File: config.mk
export PLATFORM = sky130hd
export DESIGN_NAME = ql_clkgate_ctl_flat
export DESIGN_NICKNAME = d
export VERILOG_FILES = /design/src/rtl/ql_clkgate_ctl_pkg.sv /design/src/rtl/ql_clkgate_ctl_if.sv /design/src/rtl/ql_clkgate_ctl.sv /design/src/flat_wrapper.sv
export SDC_FILE = /design/constraint.sdc
export NUM_CORES = 1
export LEC_CHECK = 0
export CORE_MARGIN = 1
export CORE_UTILIZATION = 39
export DETAILED_ROUTE_END_ITERATION = 8
export PLACE_DENSITY = 0.6
export SYNTH_ARGS = -nofsm -noshare
export SYNTH_HDL_FRONTEND = slang
export SYNTH_SLANG_ARGS = --single-unit
File: constraint.sdc
create_clock -name fcb_sys_clk -period 2.2 [get_ports fcb_sys_clk]
set_input_delay 0.33 -clock fcb_sys_clk [delete_from_list [all_inputs] [get_ports fcb_sys_clk]]
set_output_delay 0.33 -clock fcb_sys_clk [all_outputs]
set_load 0.005 [all_outputs]
File: src/rtl/ql_clkgate_ctl_pkg.sv
// ql_clkgate_pkg: shared state encoding and default timing for the FCB clock-gate controller
package ql_clkgate_pkg;
   typedef enum logic [1:0] {OFF = 2'd0, WAKE = 2'd1, ON = 2'd2, IDLE = 2'd3} cg_state_e;
   localparam int CG_WAKE_CYCLES_DEF = 2;
   localparam int CG_IDLE_CYCLES_DEF = 16;
   localparam int CG_CNT_W_DEF       = 8;
endpackage

File: src/rtl/ql_clkgate_ctl_if.sv
// ql_clkgate_ctl_if: request/acknowledge and gate-enable signals between a consumer and the controller
interface ql_clkgate_ctl_if;
   logic req_i;
   logic force_on_i;
   logic ack_o;
   logic cg_en_o;
   logic gated_o;
   modport master (output req_i, force_on_i, input ack_o, cg_en_o, gated_o);
   modport slave  (input req_i, force_on_i, output ack_o, cg_en_o, gated_o);
endinterface

File: src/rtl/ql_clkgate_ctl.sv
// ql_clkgate_ctl: opens the clock gate on request, acks after a settle time, closes after an idle window
module ql_clkgate_ctl
   import ql_clkgate_pkg::*;
#(
   parameter int WAKE_CYCLES = CG_WAKE_CYCLES_DEF,
   parameter int IDLE_CYCLES = CG_IDLE_CYCLES_DEF,
   parameter int CNT_W       = CG_CNT_W_DEF
) (
   input  logic             fcb_sys_clk,
   input  logic             fcb_sys_rst_n,
   ql_clkgate_ctl_if.slave  cg
);
   if (CNT_W < 1 || CNT_W > 30) begin : g_cnt_w_chk
      $error("ql_clkgate_ctl: CNT_W out of range");
   end
   if (WAKE_CYCLES < 1 || WAKE_CYCLES > (1 << CNT_W) - 1) begin : g_wake_chk
      $error("ql_clkgate_ctl: WAKE_CYCLES out of range");
   end
   if (IDLE_CYCLES < 1 || IDLE_CYCLES > (1 << CNT_W) - 1) begin : g_idle_chk
      $error("ql_clkgate_ctl: IDLE_CYCLES out of range");
   end

   localparam logic [CNT_W-1:0] WAKE_LD = CNT_W'(WAKE_CYCLES - 1);
   localparam logic [CNT_W-1:0] IDLE_LD = CNT_W'(IDLE_CYCLES - 1);

   cg_state_e        r_state;
   cg_state_e        w_nxt;
   logic [CNT_W-1:0] r_cnt;
   logic [CNT_W-1:0] w_cnt_nxt;
   logic             w_want;
   logic             w_cnt_z;
   logic             r_ack;
   logic             r_cg_en;
   logic             r_gated;

   // One down-counter serves both the settle (WAKE) and the idle (IDLE) windows
   always_comb begin
      w_want    = cg.req_i | cg.force_on_i;
      w_cnt_z   = (r_cnt == '0);
      w_nxt     = OFF;
      w_cnt_nxt = r_cnt;
      case (r_state)
         OFF: begin
            w_nxt     = w_want ? WAKE : OFF;
            w_cnt_nxt = w_want ? WAKE_LD : r_cnt;
         end
         WAKE: begin
            w_nxt     = w_cnt_z ? ON : WAKE;
            w_cnt_nxt = w_cnt_z ? r_cnt : r_cnt - 1'b1;
         end
         ON: begin
            w_nxt     = w_want ? ON : IDLE;
            w_cnt_nxt = w_want ? r_cnt : IDLE_LD;
         end
         IDLE: begin
            w_nxt     = w_want ? ON : (w_cnt_z ? OFF : IDLE);
            w_cnt_nxt = (w_want || w_cnt_z) ? r_cnt : r_cnt - 1'b1;
         end
         default: begin
            w_nxt     = OFF;
            w_cnt_nxt = '0;
         end
      endcase
   end

   // Outputs are registered from next-state so the gate enable never glitches
   always_ff @(posedge fcb_sys_clk or negedge fcb_sys_rst_n) begin
      if (!fcb_sys_rst_n) begin
         r_state <= OFF;
         r_cnt   <= '0;
         r_ack   <= 1'b0;
         r_cg_en <= 1'b0;
         r_gated <= 1'b1;
      end else begin
         r_state <= w_nxt;
         r_cnt   <= w_cnt_nxt;
         r_ack   <= (w_nxt == ON) & cg.req_i;
         r_cg_en <= (w_nxt != OFF);
         r_gated <= (w_nxt == OFF);
      end
   end

   assign cg.ack_o   = r_ack;
   assign cg.cg_en_o = r_cg_en;
   assign cg.gated_o = r_gated;
endmodule

File: src/flat_wrapper.sv
// flat-port wrapper written by rule: the top's interface ports become plain ports
module ql_clkgate_ctl_flat import ql_clkgate_pkg::*;
#(
   parameter int WAKE_CYCLES = CG_WAKE_CYCLES_DEF,
   parameter int IDLE_CYCLES = CG_IDLE_CYCLES_DEF,
   parameter int CNT_W       = CG_CNT_W_DEF
)
  (fcb_sys_clk, fcb_sys_rst_n, cg_req_i, cg_force_on_i, cg_ack_o, cg_cg_en_o, cg_gated_o);
  ql_clkgate_ctl_if cg_i ();
  input  logic fcb_sys_clk;
  input  logic fcb_sys_rst_n;
  input wire logic [$bits(cg_i.req_i)-1:0] cg_req_i;
  input wire logic [$bits(cg_i.force_on_i)-1:0] cg_force_on_i;
  output wire logic [$bits(cg_i.ack_o)-1:0] cg_ack_o;
  output wire logic [$bits(cg_i.cg_en_o)-1:0] cg_cg_en_o;
  output wire logic [$bits(cg_i.gated_o)-1:0] cg_gated_o;
  assign cg_i.req_i = cg_req_i;
  assign cg_i.force_on_i = cg_force_on_i;
  assign cg_ack_o = cg_i.ack_o;
  assign cg_cg_en_o = cg_i.cg_en_o;
  assign cg_gated_o = cg_i.gated_o;
  ql_clkgate_ctl #(.WAKE_CYCLES(WAKE_CYCLES), .IDLE_CYCLES(IDLE_CYCLES), .CNT_W(CNT_W)) u_core (.fcb_sys_clk(fcb_sys_clk), .fcb_sys_rst_n(fcb_sys_rst_n), .cg(cg_i));
endmodule
==> results of run 1 <==
-- final timing paths --
path / startpoint / end / slack (ns) / depth (start not counted)
setup / recovery: u_core.r_cnt[0] / u_core.r_cnt[3] / 0.20 / 9
hold / removal: fcb_sys_rst_n / u_core.r_cnt[4] / 0.41 / 1
setup reg to reg: u_core.r_cnt[0] / u_core.r_cnt[3] / 0.20 / 9
hold reg to reg: u_core.r_cnt[6] / u_core.r_cnt[6] / 0.57 / 2
max in group asynchronous: fcb_sys_rst_n / u_core.cg.gated_o / 1.41 / 1
min in group fcb_sys_clk: u_core.r_cnt[6] / u_core.r_cnt[6] / 0.57 / 2
-- per-layer routing --
| layer | up-vias | part of all wire, % | wire length, µm |
|---|---|---|---|
| li1 | 263 | - | - |
| met1 | 234 | 51 | 616 |
| met2 | 14 | 43 | 516 |
| met3 | 2 | 5.1 | 62 |
| met4 | 0 | 1.1 | 13 |
| met5 | - | 0 | 0 |
-- power breakdown --
group / internal [µW] / switching, µW / total (µW)
sequential: 255 / 18.4 / 274
combinational: 39.8 / 42.8 / 82.6
clock: 70.3 / 72.1 / 142
total: 366 / 133 / 499
-- logic make-up after synthesis --
kind of cell | count (synthesis)
buffers and inverters | 6
and+or+nand+nor | 24
adders and majority gates | 2
AOI/OAI and AO/OA | 19
DFF | 13
muxes | 1
-- synthesized netlist by cell type (all sizes together), types with 2 or more instances --
cell type | count | area share [%]
buf | 2 | 3.5
nand2 | 3 | 1.7
or3 | 3 | 2.9
ha | 2 | 3.8
or4 | 2 | 2.3
nor4 | 2 | 1.9
nor2 | 3 | 1.7
dfrtp | 12 | 46
nor3b | 2 | 2.3
nor3 | 3 | 2.3
a21oi | 8 | 6.1
a31oi | 2 | 1.9
inv | 4 | 2.3
o21ai | 4 | 3.1
-- cell type report --
| class | instances | area, µm² |
|---|---|---|
| fill | 157 | 776 |
| sequential | 13 | 327 |
| multi-input combinational | 46 | 288 |
| timing repair buffer | 10 | 90.1 |
| clock buffer | 4 | 26.3 |
| tap | 16 | 20.0 |
| inverter | 4 | 15.0 |
-- through the flow --
stage | power (µW) | cells
6_report | 499 | 93
5_1_grt | 530 | 93
4_1_cts | 511 | 93
3_5_place_dp | 361 | 89
3_3_place_gp | 360 | 89
2_1_floorplan | 326 | 65
-- critical path, delay by kind of cell (launching register included) --
kind | cells | cell delay (ns)
multiplexers | 1 | 0.09
buffers and inverters | 4 | 0.51
adder cells (fa/ha/maj) | 1 | 0.19
flip-flops | 1 | 0.36
AND/OR/NAND/NOR | 1 | 0.14
AO/OA/AOI/OAI | 2 | 0.61
-- flip-flops by register name, indices dropped and copies added (netlist names) --
signal             flops
u_core.r_cnt           8
u_core.cg.ack_o        1
u_core.r_state         2
u_core.cg.cg_en_o      1
u_core.cg.gated_o      1
==> results.tsv, run 1 <==
stage	metric	value	unit
status	status	finished clean	
synthesis	post-synth cell types	28	
final_layout	Final Util	49.7	%
synthesis	Adder-Cell Fraction of Synth Area	3.84	%
clocking	total CTS buffers	3	
timing	final max-slew violation count	0	
global_routing	met3 Use GR	6.38	%
routing	ANT nets after route	0	
floorplan	die extent in x	42.9	µm
routing	Post-route DRC	0	
timing	setup TNS	0	ns
synthesis	mux share of post-synthesis cell area	1.54	%
placement	number of I/O port buffers	6	
worst_setup_path	crit start category	register	
final_layout	n_diodes	0	
floorplan	core area	1540	µm²
final_layout	most common cell after layout, fill and taps aside	dfrtp_1	
routing	Vias	513	
timing	fin crit share	90.8	%
synthesis	post-synthesis compound-gate area fraction	17.5	%
synthesis	Post-Synth Simple-Gate Area	21.3	%
clocking	clk slew on worst S/H paths	0.07	ns
worst_setup_path	Max stage delay on crit path	0.39	ns
final_layout	share of cells above drive strength 1	14.3	%
timing	RSZ-0062 raised after global routing	no	
synthesis	post-synthesis sequential area ratio	50.1	%
placement	hpwl dp	869	µm
floorplan	I/O pins	7	
worst_setup_path	Worst EP required	2.38	ns
hold_path	worst hold path class	in2async	
worst_setup_path	CP dominant cell by count	buf_4	
global_routing	initial antenna violation count	0	
timing	Layout Skew	0.00213	ns
pwr	Pwr Density	652	nW/µm²
synthesis	Synthesis Warnings	0	
timing	hold slack	0.415	ns
global_routing	Congestion Overflow GR	0	
global_routing	GR Layer Usage met2	23.0	%
worst_setup_path	Worst Setup Path Type	reg2reg	
synthesis	ys async rst share	100	%
worst_setup_path	CP cell instances	inv_1, ha_1, nor4bb_1, buf_4, a211o_2, buf_4, inv_2, mux2i_1, a211oi_1	
clocking	clk root buf	clkbuf_4	
timing	FMAX	0.501	GHz
synthesis	synthesized area per cell	10.0	µm²
routing	Avg Vias per Cell	5.52	
routing	wire per inst	13.0	µm
global_routing	vias in the first global route	479	
final_layout	layout net count	84	
floorplan	die height	42.9	µm
timing	final hold vios	0	
floorplan	FP Rows	14	
run	maxcap violations	0	
clocking	setup bufs post-CTS	0	
synthesis	Synth Flop Type	dfrtp_1	
pwr	Lkg Pwr	0.000310	µW
floorplan	Initial Util	42.3	%
final_layout	Area Growth Syn to Fin	17.5	%
final_layout	most frequent cells in the layout	dfrtp_1 (12), a21oi_1 (8), clkdlybuf4s50_1 (6)	
worst_setup_path	CP Max Fanout	9	
worst_setup_path	WP data arrival	2.18	ns
timing	setup ws final	0.202	ns
floorplan	Die Area	1840	µm²
pwr	Peak VDD IR	357	µV
routing	DRT Pass-1 Iters	4	
timing	final critical-path required period	2.00	ns
timing	worst slew pin tran	0.563	ns
placement	final RePlAce weighted congestion	0.782	
global_routing	first-pass GRT wire length	1.97	mm
routing	initial detailed-routing violation count	6	
synthesis	Post-Synth XOR/XNOR Area	0	%
clocking	post_cts resized	0	
clocking	clock sinks	13	
global_routing	aggregate global-route resource usage	15.4	%
clocking	Post-CTS Hold Buffers	0	
final_layout	post-route design area	766	µm²
global_routing	largest net degree at the start of global routing	14	
timing	setup violators final	0	
synthesis	largest family of logic cells by synthesized area	simple AND/OR/NAND/NOR gates	
clocking	CTS tree	yes	
worst_setup_path	endpoint class of the critical path	register	
global_routing	grt peak-use layer	met2	
placement	Placed Instance Area	739	µm²
clocking	Clock Latency Late Sink	0.27	ns
synthesis	synthesized net count	71	
synthesis	EDFF count, synth	0	
global_routing	GR Util met1	18.1	%
placement	pre-CTS WS	0.104	ns
routing	Routed WL	1.21	mm
clocking	CTS H-Tree Depth	1	
synthesis	flops & latches, synth	13	
clocking	CTS max path bufs	2	
synthesis	mapped cell area	652	µm²
synthesis	Post-Syn Instances	65	
worst_setup_path	Crit-path slowest cell	a211o_2	
timing	slew margin rel.	62.4	%
Power figures use the tool's default switching activity.
==> run 2: changes to the inputs <==
CTS_CLUSTER_SIZE = 14   (was default)
RECOVER_POWER = 50   (was default)
==> run 2 against run 1 <==
- via count unchanged
- routed wire length is essentially flat
- cell area stayed put
- register-to-register slack barely moved
- die area stayed put
- maximum frequency unchanged
- power decreased by 0.18%
- count of clock-buffer cells in the layout is the same
- first-iteration DRC count did not move
- critical path depth did not move
- largest power group unchanged
==> results.tsv, run 2 (synthesized netlist as in run 1, its figures left out) <==
stage	metric	value	unit	change
pwr	Pwr Density	650	nW/µm²	-0.18%
routing	Post-route DRC	0		unchanged
clocking	total CTS buffers	3		unchanged
worst_setup_path	CP bufs+invs	4		unchanged
final_layout	most frequent cells in the layout	dfrtp_1 (12), a21oi_1 (8), o21ai_0 (4), clkdlybuf4s50_1 (4), buf_4 (4)		
floorplan	FP Rows	14		unchanged
timing	hold slack	0.485	ns	+0.0701 ns
floorplan	I/O pins	7		unchanged
timing	final critical-path required period	2.00	ns	unchanged
pwr	Comb pwr share	16.4	%	-0.2 points
clocking	CTS tree	yes		
routing	DRT Pass-1 Iters	4		unchanged
routing	Avg Vias per Cell	5.52		unchanged
worst_setup_path	crit start category	register		
timing	fin crit share	90.8	%	unchanged
clocking	clock sinks	13		unchanged
worst_setup_path	Crit-path slowest cell	a211o_2		
routing	Routed WL	1.21	mm	about the same
final_layout	Area Growth Syn to Fin	17.5	%	unchanged
pwr	Sw Pwr	133	µW	about the same
placement	number of I/O port buffers	6		unchanged
final_layout	n_diodes	0		unchanged
timing	final hold vios	0		unchanged
timing	setup violators final	0		unchanged
pwr	register share of total power	55.0	%	about the same
global_routing	initial antenna violation count	0		unchanged
global_routing	aggregate global-route resource usage	15.4	%	unchanged
worst_setup_path	CP Max Fanout	9		unchanged
global_routing	Congestion Overflow GR	0		unchanged
floorplan	die height	42.9	µm	unchanged
pwr	total power after layout	498	µW	-0.18%
clocking	post_cts resized	0		unchanged
final_layout	max reg flops	8		unchanged
worst_setup_path	Worst Setup Path Type	reg2reg		
routing	Vias	513		unchanged
global_routing	vias in the first global route	479		unchanged
clocking	clk slew on worst S/H paths	0.07	ns	about the same
pwr	clock network power share	28.6	%	about the same
placement	final RePlAce weighted congestion	0.782		unchanged
clocking	Post-CTS Hold Buffers	0		unchanged
pwr	Int Power	365	µW	-0.23%
timing	final max-slew violation count	0		unchanged
run	maxcap violations	0		unchanged
timing	FMAX	0.501	GHz	unchanged
worst_setup_path	R2R Path End	u_core.r_cnt[3]		
final_layout	biggest regs	u_core.r_cnt x8, u_core.r_state x2		
worst_setup_path	endpoint class of the critical path	register		
floorplan	Initial Util	42.3	%	unchanged
global_routing	GR Util met1	18.1	%	unchanged
worst_setup_path	Worst EP required	2.38	ns	about the same
worst_setup_path	CP cell instances	inv_1, ha_1, nor4bb_1, buf_4, a211o_2, buf_4, inv_2, mux2i_1, a211oi_1		
routing	wire per inst	13.0	µm	about the same
final_layout	Most flops, register	u_core.r_cnt		
worst_setup_path	R2R Setup Slk	0.20	ns	about the same
worst_setup_path	critical path depth	9		unchanged
global_routing	grt peak-use layer	met2		
floorplan	Die Area	1840	µm²	unchanged
clocking	CTS max path bufs	2		unchanged
global_routing	GR Layer Usage met2	23.0	%	unchanged
global_routing	first-pass GRT wire length	1.97	mm	unchanged
timing	Layout Skew	0.00213	ns	unchanged
worst_setup_path	Max stage delay on crit path	0.39	ns	about the same
pwr	Lkg Pwr	0.000311	µW	+0.44%
final_layout	share of cells above drive strength 1	14.3	%	unchanged
worst_setup_path	CP dominant cell by count	buf_4		
pwr	switching share of power	26.8	%	+0.036 points
clocking	clk root buf	clkbuf_4		
worst_setup_path	Worst Reg-to-Reg Cells	9		unchanged
clocking	Clock Latency Late Sink	0.27	ns	about the same
final_layout	most common cell after layout, fill and taps aside	dfrtp_1		
pwr	Peak VDD IR	356	µV	about the same
status	status	finished clean		
floorplan	die extent in x	42.9	µm	unchanged
floorplan	core area	1540	µm²	unchanged
clocking	setup bufs post-CTS	0		unchanged
worst_setup_path	WP data arrival	2.18	ns	about the same
worst_setup_path	Critical Path Sink	u_core.r_cnt[3]		
placement	hpwl dp	869	µm	unchanged
timing	slew margin rel.	62.0	%	-0.36 points
hold_path	worst hold path class	in2async		
global_routing	met3 Use GR	6.38	%	unchanged
final_layout	layout net count	84		unchanged
routing	initial detailed-routing violation count	6		unchanged
global_routing	largest net degree at the start of global routing	14		unchanged
timing	worst slew pin tran	0.568	ns	+0.00524 ns
routing	ANT nets after route	0		unchanged
worst_setup_path	R2R Path Start	u_core.r_cnt[0]		
timing	setup TNS	0	ns	unchanged
clocking	CTS H-Tree Depth	1		unchanged
timing	RSZ-0062 raised after global routing	no		
worst_setup_path	CP startpoint	u_core.r_cnt[0]		
worst_setup_path	Top delay family on crit path	compound AO/OA/AOI/OAI gates		
==> run 2: cell types whose count changed in the layout (fill, tap and decap cells not counted) <==
cell / before / now
clkdlybuf4s50_1: 6 / 4
dlygate4sd3_1: 0 / 2
==> run 2: worst min path at each step <==
stage,startpoint,end,cells past startpoint
floorplan,fcb_sys_rst_n,u_core.cg.ack_o,0
global placement,u_core.r_cnt[2],u_core.r_cnt[2],1
detailed placement,u_core.r_cnt[2],u_core.r_cnt[2],1
CTS,fcb_sys_rst_n,u_core.r_cnt[4],1
global route,fcb_sys_rst_n,u_core.r_cnt[4],1
finish,fcb_sys_rst_n,u_core.r_cnt[4],1
==> run 2: worst reg2reg max path, cell delays in order (launching register included) <==
cell	delay [ns]
dfrtp_1	0.36
inv_1	0.07
ha_1	0.19
nor4bb_1	0.14
buf_4	0.14
a211o_2	0.39
buf_4	0.18
inv_2	0.12
mux2i_1	0.10
a211oi_1	0.22
==> run 2: metrics by stage <==
| step | util, % | cells | area (µm²) | setup WS (ns) |
|---|---|---|---|---|
| 6_report | 49.7 | 93 | 766 | 0.202 |
| 5_1_grt | 49.7 | 93 | 766 | 0.0888 |
| 4_1_cts | 49.7 | 93 | 766 | 0.194 |
| 3_5_place_dp | 48.0 | 89 | 739 | 0.104 |
| 3_3_place_gp | 48.0 | 89 | 739 | 0.143 |
| 2_1_floorplan | - | 65 | 652 | 0.444 |
==> run 2: area by class of cell <==
cell class | count | area, µm²
Clock buffer | 4 | 26.3
Timing Repair Buffer | 10 | 90.1
Fill cell | 157 | 776
Multi-Input combinational cell | 46 | 288
Sequential cell | 13 | 327
Tap cell | 16 | 20.0
Inverter | 4 | 15.0
==> run 2: power by group through the flow <==
stage,registers [µW],logic (µW),clock network (µW)
finish,274,81.8,142
global route,276,92.6,160
CTS,273,83.5,154
detailed placement,278,83.4,0
global placement,277,82.7,0
floorplan,274,51.9,0
==> run 2: routing by layer <==
metal | vias to the layer above | wire length [µm]
li1 | 263 | -
met1 | 234 | 615
met4 | 0 | 13
met5 | - | 0
met2 | 14 | 516
met3 | 2 | 62
